<file path="src/rtl/pt2262_pkg.sv">
// rtl/pt2262_pkg.sv - shared types, timing constants and waveform helpers for the PT2262 encoder
//
// Purpose:
//   Trit and FSM state enums, the tick-domain timing constants of the PT2262
//   code word, and the pure functions that turn a (trit, tick offset) pair
//   into the serial output level.
// Contents:
//   trit_e       : ZERO / ONE / FLOAT
//   state_e      : IDLE / BIT / SYNC
//   decode_trit  : 2-bit address field -> trit
//   position_trit: word position 0..11 -> trit (A0..A7 then D0..D3)
//   bit_level    : output level of one bit at tick offset 0..31
//   sync_level   : output level of the sync period at tick offset 0..127

package pt2262_pkg;

  typedef enum logic [1:0] {
    ZERO  = 2'd0,
    ONE   = 2'd1,
    FLOAT = 2'd2
  } trit_e;

  typedef enum logic [1:0] {
    IDLE = 2'd0,
    BIT  = 2'd1,
    SYNC = 2'd2
  } state_e;

  // All durations are in ticks of the 12 kHz oscillator.
  localparam int BIT_TICKS  = 32;
  localparam int SEG_TICKS  = 16;
  localparam int SHORT_HI   = 4;
  localparam int LONG_HI    = 12;
  localparam int SYNC_TICKS = 128;
  localparam int SYNC_HI    = 4;

  // Word layout: eight address trits followed by four data bits.
  localparam int NUM_ADDR = 8;
  localparam int NUM_POS  = 12;

  // Both 2'b10 and 2'b11 select FLOAT.
  function automatic trit_e decode_trit(logic [1:0] code);
    trit_e t;
    case (code)
      2'b00:   t = ZERO;
      2'b01:   t = ONE;
      default: t = FLOAT;
    endcase
    return t;
  endfunction

  function automatic trit_e position_trit(logic [15:0] addr_w, logic [3:0] data_w,
                                          logic [3:0] idx);
    trit_e t;
    if (int'(idx) < NUM_ADDR) begin
      t = decode_trit(addr_w[{idx[2:0], 1'b0} +: 2]);
    end else begin
      // Positions 8..11 map onto data[0..3] through the low two index bits.
      t = data_w[idx[1:0]] ? ONE : ZERO;
    end
    return t;
  endfunction

  // tick[4] selects the segment (SEG_TICKS = 16), tick[3:0] is the offset
  // inside it. FLOAT is the only trit whose two segments differ.
  function automatic logic bit_level(trit_e t, logic [4:0] tick);
    logic long_seg;
    long_seg = (t == ONE) || ((t == FLOAT) && tick[4]);
    if (long_seg) begin
      return int'(tick[3:0]) < LONG_HI;
    end
    return int'(tick[3:0]) < SHORT_HI;
  endfunction

  function automatic logic sync_level(logic [6:0] tick);
    return int'(tick) < SYNC_HI;
  endfunction

endpackage

</file>
<file path="src/rtl/pt2262_encoder.sv">
// rtl/pt2262_encoder.sv - PT2262-format serial code word encoder
//
// Purpose:
//   Serialises eight address trits and four data bits into the PT2262 remote
//   control waveform, followed by a sync period. While te is held (and for at
//   least MIN_WORDS words per activation) words repeat back to back, each one
//   re-latching addr/data at its first tick.
// Ports:
//   clk    in   system clock, everything on the rising edge
//   reset  in   synchronous active-high reset
//   osc_12 in   12 kHz oscillator level (clk-synchronous); its rising edge is the tick
//   te     in   transmit enable, sampled only on the tick that starts or ends a word
//   addr   in   [15:0] address trits, trit k in addr[2k+1:2k]
//   data   in   [3:0] data bits, D0 = data[0]
//   dout   out  registered serial waveform
//   busy   out  high while a word (bits or sync) is in progress

module pt2262_encoder
  import pt2262_pkg::*;
#(
  parameter int MIN_WORDS = 4
) (
  input  logic        clk,
  input  logic        reset,
  input  logic        osc_12,
  input  logic        te,
  input  logic [15:0] addr,
  input  logic [3:0]  data,
  output logic        dout,
  output logic        busy
);

  localparam int WCW = (MIN_WORDS < 1) ? 1 : $clog2(MIN_WORDS + 1);

  state_e          state_q, state_d;
  logic            osc_prev_q, osc_prev_d;
  logic [3:0]      bit_idx_q, bit_idx_d;
  logic [6:0]      tick_cnt_q, tick_cnt_d;
  logic [WCW-1:0]  word_cnt_q, word_cnt_d;
  logic [15:0]     addr_q, addr_d;
  logic [3:0]      data_q, data_d;
  logic            dout_q, dout_d;

  logic            tick;
  logic            start_word;
  logic [WCW-1:0]  word_cnt_inc;

  always_comb begin
    osc_prev_d   = osc_12;
    state_d      = state_q;
    bit_idx_d    = bit_idx_q;
    tick_cnt_d   = tick_cnt_q;
    word_cnt_d   = word_cnt_q;
    addr_d       = addr_q;
    data_d       = data_q;
    dout_d       = dout_q;
    start_word   = 1'b0;
    word_cnt_inc = word_cnt_q;

    tick = osc_12 & ~osc_prev_q;

    if (tick) begin
      case (state_q)
        IDLE: begin
          if (te) begin
            start_word = 1'b1;
            word_cnt_d = '0;
          end
        end

        BIT: begin
          if (tick_cnt_q == 7'(BIT_TICKS - 1)) begin
            tick_cnt_d = '0;
            if (bit_idx_q == 4'(NUM_POS - 1)) begin
              state_d = SYNC;
            end else begin
              bit_idx_d = bit_idx_q + 4'd1;
            end
          end else begin
            tick_cnt_d = tick_cnt_q + 7'd1;
          end
        end

        SYNC: begin
          if (tick_cnt_q == 7'(SYNC_TICKS - 1)) begin
            // This tick closes the word and doubles as the first tick of the
            // next one, so repeated words have no gap between them.
            if (word_cnt_q != WCW'(MIN_WORDS)) begin
              word_cnt_inc = word_cnt_q + WCW'(1);
            end
            word_cnt_d = word_cnt_inc;
            if ((int'(word_cnt_inc) >= MIN_WORDS) && !te) begin
              state_d    = IDLE;
              tick_cnt_d = '0;
              bit_idx_d  = '0;
            end else begin
              start_word = 1'b1;
            end
          end else begin
            tick_cnt_d = tick_cnt_q + 7'd1;
          end
        end

        default: begin
          state_d = IDLE;
        end
      endcase

      if (start_word) begin
        state_d    = BIT;
        bit_idx_d  = '0;
        tick_cnt_d = '0;
        addr_d     = addr;
        data_d     = data;
      end

      // Level for the tick period that starts now, taken from the next-state
      // values so the register lands on it at this same edge.
      case (state_d)
        BIT:     dout_d = bit_level(position_trit(addr_d, data_d, bit_idx_d), tick_cnt_d[4:0]);
        SYNC:    dout_d = sync_level(tick_cnt_d);
        default: dout_d = 1'b0;
      endcase
    end
  end

  always_ff @(posedge clk) begin
    if (reset) begin
      state_q    <= IDLE;
      // History of 1 means osc_12 already high at release is not a tick.
      osc_prev_q <= 1'b1;
      bit_idx_q  <= '0;
      tick_cnt_q <= '0;
      word_cnt_q <= '0;
      addr_q     <= '0;
      data_q     <= '0;
      dout_q     <= 1'b0;
    end else begin
      state_q    <= state_d;
      osc_prev_q <= osc_prev_d;
      bit_idx_q  <= bit_idx_d;
      tick_cnt_q <= tick_cnt_d;
      word_cnt_q <= word_cnt_d;
      addr_q     <= addr_d;
      data_q     <= data_d;
      dout_q     <= dout_d;
    end
  end

  assign dout = dout_q;
  assign busy = (state_q != IDLE);

endmodule
</file>
<file path="config.mk">
export PLATFORM = sky130hd
export DESIGN_NAME = pt2262_encoder
export DESIGN_NICKNAME = d
export VERILOG_FILES = /design/src/rtl/pt2262_pkg.sv /design/src/rtl/pt2262_encoder.sv
export SDC_FILE = /design/constraint.sdc
export NUM_CORES = 1
export LEC_CHECK = 0
export CORE_MARGIN = 4
export CORE_UTILIZATION = 30
export CTS_CLUSTER_SIZE = 40
export DETAILED_ROUTE_END_ITERATION = 6
export PLACE_DENSITY = 0.45
export SYNTH_ARGS = -nofsm -noshare
export SYNTH_HDL_FRONTEND = slang
export SYNTH_SLANG_ARGS = --single-unit
export TNS_END_PERCENT = 50
</file>
<file path="constraint.sdc">
create_clock -name clk -period 4.25 [get_ports clk]
set_input_delay 0.85 -clock clk [delete_from_list [all_inputs] [get_ports clk]]
set_output_delay 0.85 -clock clk [all_outputs]
set_load 0.02 [all_outputs]
</file>
==> metrics.txt <==
# TYPE chip_impl_metric gauge
chip_impl_info{name="hold_path_end",value="addr_q[14]"} 1
chip_impl_info{name="rsz0062_at_grt",value="false"} 1
chip_impl_metric{name="syn_to_final_growth",unit="%"} 19.67
chip_impl_metric{name="cts_max_path_buffers",unit=""} 2
chip_impl_metric{name="timing.clock.skew",unit="ps"} 7.137
chip_impl_metric{name="multi_input_area",unit="µm²"} 1464
chip_impl_metric{name="avgViaCountPerCell",unit=""} 5.105
chip_impl_metric{name="tightestPinTransition",unit="ps"} 874.3
chip_impl_metric{name="holdBufCountCts",unit=""} 0
chip_impl_info{name="synth_flop_cell",value="sky130_fd_sc_hd__dfxtp_1"} 1
chip_impl_metric{name="synth_fp_nets",unit=""} 348
chip_impl_metric{name="net_count_of_the_finished_layout",unit=""} 373
chip_impl_metric{name="cp_max_fo",unit=""} 4
chip_impl_metric{name="maximum_number_of_pins_on_one_net_before_global_route_repair",unit=""} 23
chip_impl_metric{name="yosys_register_bits",unit=""} 38
chip_impl_info{name="worstSetupStartpointType",value="input pin"} 1
chip_impl_metric{name="fp.coreArea",unit="µm²"} 7370
chip_impl_metric{name="report.final.slew_viol_count",unit=""} 0
chip_impl_metric{name="global_route_wire_length_before_repair",unit="mm"} 10.38
chip_impl_metric{name="r2r_setup_slack",unit="ps"} 680
chip_impl_metric{name="final_min_period_over_clock_period",unit="%"} 89.48
chip_impl_metric{name="finalWorstPathRequiredPeriod",unit="ps"} 3803
chip_impl_metric{name="insertion_delay",unit="ps"} 290
chip_impl_metric{name="clk_pin_slew_worst_paths",unit="ps"} 80
chip_impl_metric{name="nFillCells",unit=""} 829
chip_impl_metric{name="p_leak",unit="nW"} 0.9277
chip_impl_metric{name="maxcap_violations",unit=""} 0
chip_impl_metric{name="internal-power",unit="mW"} 0.5092
chip_impl_metric{name="drt-initial-drc-count",unit=""} 73
chip_impl_metric{name="synth.yosys.warnings",unit=""} 0
chip_impl_metric{name="reg2regPathDepth",unit=""} 15
chip_impl_metric{name="syn_inst",unit=""} 314
chip_impl_metric{name="post_cts.repair.setup_buffers",unit=""} 0
chip_impl_info{name="timing.critical_path.to_type",value="flip-flop"} 1
chip_impl_metric{name="mappedNetlistArea",unit="µm²"} 2316
chip_impl_info{name="hp-class",value="reg2reg"} 1
chip_impl_metric{name="drcViolationCount",unit=""} 0
chip_impl_metric{name="wire_per_inst",unit="µm"} 14.08
chip_impl_info{name="master_cell_of_the_clock_root_buffer",value="sky130_fd_sc_hd__clkbuf_8"} 1
chip_impl_info{name="run_status",value="completed"} 1
chip_impl_metric{name="cts_resized",unit=""} 0
chip_impl_metric{name="core.rowCount",unit=""} 31
chip_impl_metric{name="power_density",unit="nW/µm²"} 247.7
chip_impl_metric{name="seq_power_share",unit="%"} 53.0
chip_impl_metric{name="finish_stage_setup_viols",unit=""} 0
chip_impl_metric{name="net-switching-power",unit="mW"} 0.1772
chip_impl_info{name="timing.setup.critical_path_class",value="in2reg"} 1
chip_impl_metric{name="ff_latch_area",unit="µm²"} 760.7
chip_impl_metric{name="final_layout_size_suffix_gt1_share",unit="%"} 8.260
chip_impl_metric{name="vdd_ir_drop_max",unit="V"} 0.0001025
chip_impl_metric{name="htreeDepth",unit=""} 2
chip_impl_metric{name="setup_total_negative_slack",unit="ps"} 0
chip_impl_metric{name="seq_area_frac_synth",unit="%"} 32.85
chip_impl_metric{name="switching_share",unit="%"} 25.81
chip_impl_metric{name="clockPowerShare",unit="%"} 35.3
chip_impl_metric{name="drt.antenna.violating_nets",unit=""} 0
chip_impl_metric{name="ioPinCount",unit=""} 26
chip_impl_metric{name="whs_path_depth",unit=""} 2
chip_impl_metric{name="diode_insertion_count_for_antenna_repair",unit=""} 0
chip_impl_metric{name="cts_inserted_buffers",unit=""} 5
chip_impl_info{name="worst_hold_startpoint",value="addr_q[14]"} 1
chip_impl_metric{name="first_global_vias",unit=""} 2124
chip_impl_metric{name="synth_enable_flop_cells",unit=""} 0
chip_impl_metric{name="dieArea",unit="µm²"} 9189
chip_impl_metric{name="die_span_x",unit="µm"} 95.86
chip_impl_metric{name="maxSlewHeadroom",unit="%"} 41.53
chip_impl_metric{name="drtPass1Iterations",unit=""} 4
chip_impl_metric{name="power.share.combinational",unit="%"} 11.6
chip_impl_info{name="cts_tree",value="yes"} 1
chip_impl_metric{name="initial_core_utilization",unit="%"} 31.43
chip_impl_metric{name="routed-via-count",unit=""} 2236
chip_impl_metric{name="async_flop_share",unit="%"} 0
chip_impl_metric{name="placed_cell_area",unit="µm²"} 2693
chip_impl_metric{name="final_design_area_no_fill",unit="µm²"} 2771
chip_impl_metric{name="port_buffers",unit=""} 25
chip_impl_metric{name="yosys.cell_types.count",unit=""} 54
chip_impl_metric{name="gpl.final_weighted_congestion",unit=""} 0.7952
chip_impl_metric{name="hpwlAfterDp",unit="mm"} 4.408
chip_impl_metric{name="mean_cell_area_of_the_mapped_netlist",unit="µm²"} 7.376
chip_impl_metric{name="wl",unit="mm"} 6.165
chip_impl_metric{name="gr-total-overflow",unit=""} 0
chip_impl_metric{name="globalRouteTotalUtil",unit="%"} 14.29
chip_impl_metric{name="fmax",unit="GHz"} 0.2630
chip_impl_metric{name="grt_antenna_before_repair",unit=""} 0
chip_impl_metric{name="die_h",unit="µm"} 95.86
chip_impl_metric{name="clock-sinks",unit=""} 38
chip_impl_metric{name="worst_ep_arrival_time",unit="ps"} 4020
chip_impl_metric{name="timing.final.hold_violations",unit=""} 0
chip_impl_metric{name="worst-endpoint-required",unit="ps"} 4460
chip_impl_info{name="worst_r2r_endpoint",value="dout"} 1
chip_impl_info{name="worstReg2RegStart",value="tick_cnt_q[0]"} 1
-- worst max path at each step --
stage | from | to
2_1_floorplan | te | dout
3_3_place_gp | te | dout
3_5_place_dp | te | dout
4_1_cts | te | dout
5_1_grt | te | dout
6_report | te | dout
-- critical path, cell delays in order --
cell	delay [ps]
sky130_fd_sc_hd__clkdlybuf4s50_1	530
sky130_fd_sc_hd__o21ba_2	180
sky130_fd_sc_hd__o21ai_1	100
sky130_fd_sc_hd__o21ai_0	150
sky130_fd_sc_hd__nand2_1	110
sky130_fd_sc_hd__o21ai_0	80
sky130_fd_sc_hd__a211oi_1	320
sky130_fd_sc_hd__inv_1	90
sky130_fd_sc_hd__ha_1	300
sky130_fd_sc_hd__nor2b_1	110
sky130_fd_sc_hd__o21ai_0	80
sky130_fd_sc_hd__or4b_1	520
sky130_fd_sc_hd__a211o_1	310
sky130_fd_sc_hd__a21o_1	150
sky130_fd_sc_hd__a31oi_1	130
-- through the flow --
stage	util, %	std cells	power (mW)	hold WS (ps)	setup WS, ps
3_3_place_gp	36.54	431	0.4540	447.7	223.7
6_report	37.61	438	0.6864	458.1	447.3
2_1_floorplan	-	314	0.4140	431.8	638.5
4_1_cts	37.61	438	0.6956	459.6	442.7
3_5_place_dp	36.54	431	0.4533	448.7	176.1
5_1_grt	37.61	438	0.7145	480.2	165.9
-- registers in the layout (all words and copies together), names as in the netlist --
name        count
addr_q         16
word_cnt_q      3
osc_prev_q      1
state_q         2
dout            1
tick_cnt_q      7
bit_idx_q       4
data_q          4
-- cells in the mapped netlist, types with 3 or more instances --
cell type	number	area, µm²
sky130_fd_sc_hd__clkbuf_1	14	52.55
sky130_fd_sc_hd__ha_1	10	125.1
sky130_fd_sc_hd__o31a_1	3	26.28
sky130_fd_sc_hd__nor3_1	4	20.02
sky130_fd_sc_hd__nand3_1	4	20.02
sky130_fd_sc_hd__a31oi_1	4	25.02
sky130_fd_sc_hd__a21o_1	3	22.52
sky130_fd_sc_hd__mux2i_1	5	50.05
sky130_fd_sc_hd__or2_2	3	18.77
sky130_fd_sc_hd__o21ai_0	12	60.06
sky130_fd_sc_hd__a21oi_1	45	225.2
sky130_fd_sc_hd__inv_1	9	33.78
sky130_fd_sc_hd__a211oi_1	4	30.03
sky130_fd_sc_hd__dfxtp_1	38	760.7
sky130_fd_sc_hd__nand4_1	3	18.77
sky130_fd_sc_hd__nor2b_1	7	43.79
sky130_fd_sc_hd__nand2b_1	3	18.77
sky130_fd_sc_hd__nor2_1	16	60.06
sky130_fd_sc_hd__a211o_1	4	35.03
sky130_fd_sc_hd__nand2_1	83	311.6
-- final cells by class --
class                      instances  area share (%)
multi-input combinational        252           52.82
sequential                        38           27.45
timing repair buffer              33           11.20
tap                               99           4.470
clock buffer                       5           2.483
inverter                           9           1.219
clock inverter                     2          0.3612
-- cell usage in the layout, fill, tap and decap left out, types with 5 or more instances in the layout --
cell type	instances
sky130_fd_sc_hd__clkbuf_8	5
sky130_fd_sc_hd__dfxtp_1	38
sky130_fd_sc_hd__mux2i_1	5
sky130_fd_sc_hd__o21ai_0	12
sky130_fd_sc_hd__clkdlybuf4s50_1	25
sky130_fd_sc_hd__a21oi_1	45
sky130_fd_sc_hd__buf_4	8
sky130_fd_sc_hd__nand2_1	83
sky130_fd_sc_hd__inv_1	9
sky130_fd_sc_hd__nor2b_1	7
sky130_fd_sc_hd__ha_1	10
sky130_fd_sc_hd__nor2_1	16
-- routing by layer --
layer / GRT usage [%] / up-vias / routed length [µm]
met5: 0 / - / 0
met3: 2.424 / 11 / 201
met2: 24.26 / 36 / 2907
met1: 18.29 / 1035 / 2943
li1: - / 1154 / -
met4: 4.739 / 0 / 112
-- power by group through the flow --
stage / clock network (mW) / logic (mW) / registers (mW)
floorplan: 0 / 0.0422 / 0.372
global placement: 0 / 0.0816 / 0.372
detailed placement: 0 / 0.0808 / 0.373
CTS: 0.250 / 0.0811 / 0.364
global route: 0.261 / 0.0885 / 0.365
finish: 0.242 / 0.0799 / 0.364
-- kinds of logic after synthesis --
group	after synthesis	share of synthesized area, %
compound gates	98	27.39
fa+ha+maj	10	5.402
buf+inv	24	3.943
flops	38	32.85
mux	6	2.647
simple gates	138	27.77
Note: power is estimated with default switching activity, not from simulation.
